## src/rtl/alu_sequencer.sv

```systemverilog
// Control sequencer for a single-bus ALU datapath: loads operands, executes, writes back.
// Optional feature macro: ALU_SEQ_ZERO_FLAG_EN adds alu_result input and zero_flag output.
module alu_sequencer (
  input  logic       clk,
  input  logic       rst,
  input  logic       req_valid,
  output logic       req_ready,
  input  logic [2:0] req_op,
  input  logic [1:0] req_src1,
  input  logic [1:0] req_src2,
  input  logic [1:0] req_dst,
  output logic [1:0] bus_sel,
  output logic       en_in1,
  output logic       en_in2,
  output logic [2:0] alu_op,
  output logic       alu_out_en,
  output logic       wr_en,
  output logic [1:0] wr_addr,
  output logic       busy,
  output logic       done
`ifdef ALU_SEQ_ZERO_FLAG_EN
  ,
  input  logic [15:0] alu_result,
  output logic        zero_flag
`endif
);

  localparam int unsigned OP_W  = 3;
  localparam int unsigned IDX_W = 2;
  localparam logic [OP_W-1:0] OP_NOT = OP_W'(2);

  typedef enum logic [2:0] {
    IDLE  = 3'd0,
    LOAD1 = 3'd1,
    LOAD2 = 3'd2,
    EXEC  = 3'd3,
    WRITE = 3'd4,
    DONE  = 3'd5
  } state_t;

  state_t           state;
  logic [OP_W-1:0]  op_q;
  logic [IDX_W-1:0] src2_q;
  logic [IDX_W-1:0] dst_q;

  // Outputs are registered: each branch sets the values for the state being entered.
  always_ff @(posedge clk or posedge rst) begin
    if (rst) begin
      state      <= IDLE;
      op_q       <= '0;
      src2_q     <= '0;
      dst_q      <= '0;
      req_ready  <= 1'b1;
      busy       <= 1'b0;
      done       <= 1'b0;
      en_in1     <= 1'b0;
      en_in2     <= 1'b0;
      alu_out_en <= 1'b0;
      wr_en      <= 1'b0;
      wr_addr    <= '0;
      bus_sel    <= '0;
      alu_op     <= '0;
    end else begin
      req_ready  <= 1'b0;
      busy       <= 1'b1;
      done       <= 1'b0;
      en_in1     <= 1'b0;
      en_in2     <= 1'b0;
      alu_out_en <= 1'b0;
      wr_en      <= 1'b0;
      wr_addr    <= '0;
      bus_sel    <= '0;
      alu_op     <= op_q;
      case (state)
        IDLE: begin
          if (req_valid && req_ready) begin
            op_q    <= req_op;
            src2_q  <= req_src2;
            dst_q   <= req_dst;
            state   <= LOAD1;
            en_in1  <= 1'b1;
            bus_sel <= req_src1;
            alu_op  <= req_op;
          end else begin
            req_ready <= 1'b1;
            busy      <= 1'b0;
            alu_op    <= '0;
          end
        end
        LOAD1: begin
          // NOT is unary, so the second operand load is skipped.
          if (op_q == OP_NOT) begin
            state <= EXEC;
          end else begin
            state   <= LOAD2;
            en_in2  <= 1'b1;
            bus_sel <= src2_q;
          end
        end
        LOAD2: state <= EXEC;
        EXEC: begin
          state      <= WRITE;
          alu_out_en <= 1'b1;
          wr_en      <= 1'b1;
          wr_addr    <= dst_q;
        end
        WRITE: begin
          state  <= DONE;
          done   <= 1'b1;
          alu_op <= '0;
        end
        default: begin
          state     <= IDLE;
          req_ready <= 1'b1;
          busy      <= 1'b0;
          alu_op    <= '0;
        end
      endcase
    end
  end

`ifdef ALU_SEQ_ZERO_FLAG_EN
  // Result is valid on the bus while alu_out_en is high, i.e. during WRITE.
  always_ff @(posedge clk or posedge rst) begin
    if (rst) begin
      zero_flag <= 1'b0;
    end else if (state == WRITE) begin
      zero_flag <= (alu_result == 16'h0000);
    end
  end
`endif

endmodule

```

## config.mk

```make
export PLATFORM = sky130hd
export DESIGN_NAME = alu_sequencer
export DESIGN_NICKNAME = d
export VERILOG_FILES = /design/src/rtl/alu_sequencer.sv
export SDC_FILE = /design/constraint.sdc
export NUM_CORES = 1
export LEC_CHECK = 0
export CAP_MARGIN = 20
export CORE_ASPECT_RATIO = 1.5
export CORE_UTILIZATION = 40
export CTS_BUF_LIST = sky130_fd_sc_hd__clkbuf_16
export DETAILED_ROUTE_END_ITERATION = 6
export PLACE_DENSITY_LB_ADDON = 0.05
export SYNTH_ARGS = -nofsm -noshare
export SYNTH_HDL_FRONTEND = slang
export SYNTH_SLANG_ARGS = --single-unit
export TNS_END_PERCENT = 30
```

## constraint.sdc

```tcl
create_clock -name clk -period 1.4 [get_ports clk]
set_input_delay 0.14 -clock clk [delete_from_list [all_inputs] [get_ports clk]]
set_output_delay 0.14 -clock clk [all_outputs]
set_load 0.1 [all_outputs]
```

==> results of run 1 <==
==> worst max-delay path: stages, from the launching register on <==
cell	delay [ps]
dfstp_4	610
and4bb_4	250
and2_4	200
mux2_4	310
==> state kept, by name, indices dropped and copies added (netlist names), 2 cells and up <==
| register | cells |
|---|---|
| alu_op | 3 |
| bus_sel | 2 |
| dst_q | 2 |
| op_q | 3 |
| src2_q | 2 |
| state | 3 |
| wr_addr | 2 |
==> cell families (layout without fill, tap and decap cells) <==
logic type	count (synthesis)	in the layout	synth area share, %
flops	23	23	64.8
simple gates	15	16	11.7
compound gates	8	8	6.89
mux	7	7	11.8
buf+inv	6	39	3.80
xor+xnor	1	1	0.985
==> per-layer routing <==
layer	up-vias	GRT usage (%)	share of wire, %
met1	279	23.9	42
met5	-	0	0
met4	0	10.0	0.95
li1	274	-	-
met3	2	2.60	4.5
met2	21	26.8	53
==> metrics by stage <==
step / cell area (um2) / setup slack, ps
3_3_place_gp: 1340 / -107
4_1_cts: 1430 / -93.2
6_report: 1440 / -89.1
5_1_grt: 1440 / -126
3_5_place_dp: 1340 / -131
2_1_floorplan: 897 / -340
==> layout make-up <==
type	count	area share, %
inverter	3	0.783
multi-input combinational	32	20.6
timing repair buffer	32	30.8
clock buffer	3	5.22
tap	22	1.91
sequential	23	40.3
clock inverter	1	0.348
==> synth_stat cells <==
library cell	n	area [um2]
dfrtp_1	22	551
nor4b_2	1	15.0
and2_4	1	8.76
nand2b_1	1	6.26
a21o_1	1	7.51
nor3b_1	1	7.51
or2_2	2	12.5
inv_1	3	11.3
and2_1	2	12.5
clkbuf_1	1	3.75
nor2_1	5	18.8
mux2_4	7	105
and4bb_4	1	16.3
a21oi_1	1	5.00
a2111oi_0	1	8.76
a22o_1	2	17.5
buf_4	1	7.51
a22oi_1	3	22.5
buf_6	1	11.3
xnor2_1	1	8.76
dfstp_2	1	26.3
and3_1	1	6.26
==> worst paths after layout <==
path                                           start              endpoint  slack [ps]  depth (start not counted)
max in group asynchronous                        rst   req_ready$_DFF_PP1_         900                          3
worst max register to register   req_ready$_DFF_PP1_  dst_q[0]$_DFFE_PP0P_         -90                          3
worst min-delay path                             rst  wr_addr[1]$_DFF_PP0_         220                          3
min in group clk                dst_q[0]$_DFFE_PP0P_  wr_addr[0]$_DFF_PP0_         490                          1
worst max-delay path             req_ready$_DFF_PP1_  dst_q[0]$_DFFE_PP0P_         -90                          3
worst min register to register  dst_q[0]$_DFFE_PP0P_  wr_addr[0]$_DFF_PP0_         490                          1
==> what timing repair did <==
| item | in CTS | in global routing |
|---|---|---|
| setup endpoints to repair | 9 | 10 |
| resized for setup | 1 | 1 |
| pin swaps | 1 | 0 |
| gates cloned | 1 | 0 |
| hold buffers | 0 | 0 |
==> results.json, run 1 <==
{
  "route.detailed.drc": 0,
  "grt_pass1_wl_um": 2840,
  "ios": 26,
  "clk_latency_ps": 250,
  "finalHoldViolations": 0,
  "multi_input_area_um2": 297,
  "cts_tree": "built",
  "synth_cells": 60,
  "wl_per_cell_um": 14.5,
  "status": "finished, violations left",
  "dieArea_um2": 2420,
  "numCtsBuffers": 3,
  "fin_nets": 107,
  "seqCellArea_um2": 581,
  "tns_ps": -515,
  "final_util_pct": 70.1,
  "placed_cells": 111,
  "failed_checks": "setup timing",
  "crit_path_end_kind": "flip-flop",
  "yosys_warnings": 0,
  "clock_sinks": 23,
  "nFillCells": 145,
  "drive_gt1_share_pct": 41.5,
  "vias": 576,
  "fp.dieW_um": 40.5,
  "drtPass1Iterations": 4,
  "max_freq_mhz": 672,
  "grt_max_degree": 24,
  "gr-total-overflow": 0,
  "coreArea_um2": 2050,
  "cts-htree-levels": 1,
  "start_kind": "flip-flop",
  "final_cells": 116,
  "antenna_left": 0,
  "grt_setup_unrepaired": "yes",
  "syn_avg_cell_area_um2": 14.8,
  "postCtsSetupRepairBufs": 0,
  "path_class": "reg2reg",
  "hold_class": "in2async",
  "hold_slack_ps": 223,
  "maxCapViolCount": 0,
  "dr.first_iter.drc_count": 15,
  "cp_max_fo": 5,
  "cts_root_buf": "clkbuf_16",
  "fin_ws_ps": -89.1,
  "syn_area_um2": 890,
  "rows": 20,
  "synthToLayoutAreaGrowth_pct": 61.7,
  "yosysSeqAreaShare_pct": 64.8,
  "ys_ff_latch": 23,
  "antenna_found_initial": 0,
  "grt_pass1_vias": 602,
  "fin_crit_ps": 1490,
  "n_antenna_cell": 0,
  "worstPathRequired_ps": 1530,
  "die_y_um": 59.8,
  "syn-num-nets": 72,
  "worst_pin_slew_ps": 443,
  "slew_violations": 0,
  "place_congestion": 0.714,
  "arrival_ps": 1620,
  "most-common-layout-cells": "22 x dfrtp_1, 14 x buf_12, 11 x clkdlybuf4s50_1, 7 x mux2_4, 7 x buf_4",
  "relSlewSlack_pct": 70.4,
  "setup_violations": 7,
  "cts_buffer_depth": 2,
  "yosys.cell_types.count": 22,
  "fin_skew_ps": 1.49,
  "grtUsageTotal_pct": 17.8,
  "viasPerCell": 4.97,
  "routed_wirelength_um": 1680,
  "initial_core_util_pct": 43.4,
  "period_share_pct": 106,
  "path_clk_slew_ps": 60,
  "final_common_cell": "dfrtp_1",
  "port_buffers": 25
}
Power of run 1 is left out: the tool's default activity adds up to more than one toggle a clock period on the data nets, which glitch-free logic cannot reach.
==> run 2, diff against run 1 <==
SLEW_MARGIN = 30   (was not set)
==> results of run 2 <==
No change in the layout: final DEF, timing and power equal those of run 1.
Power of run 2 is left out for the same reason.
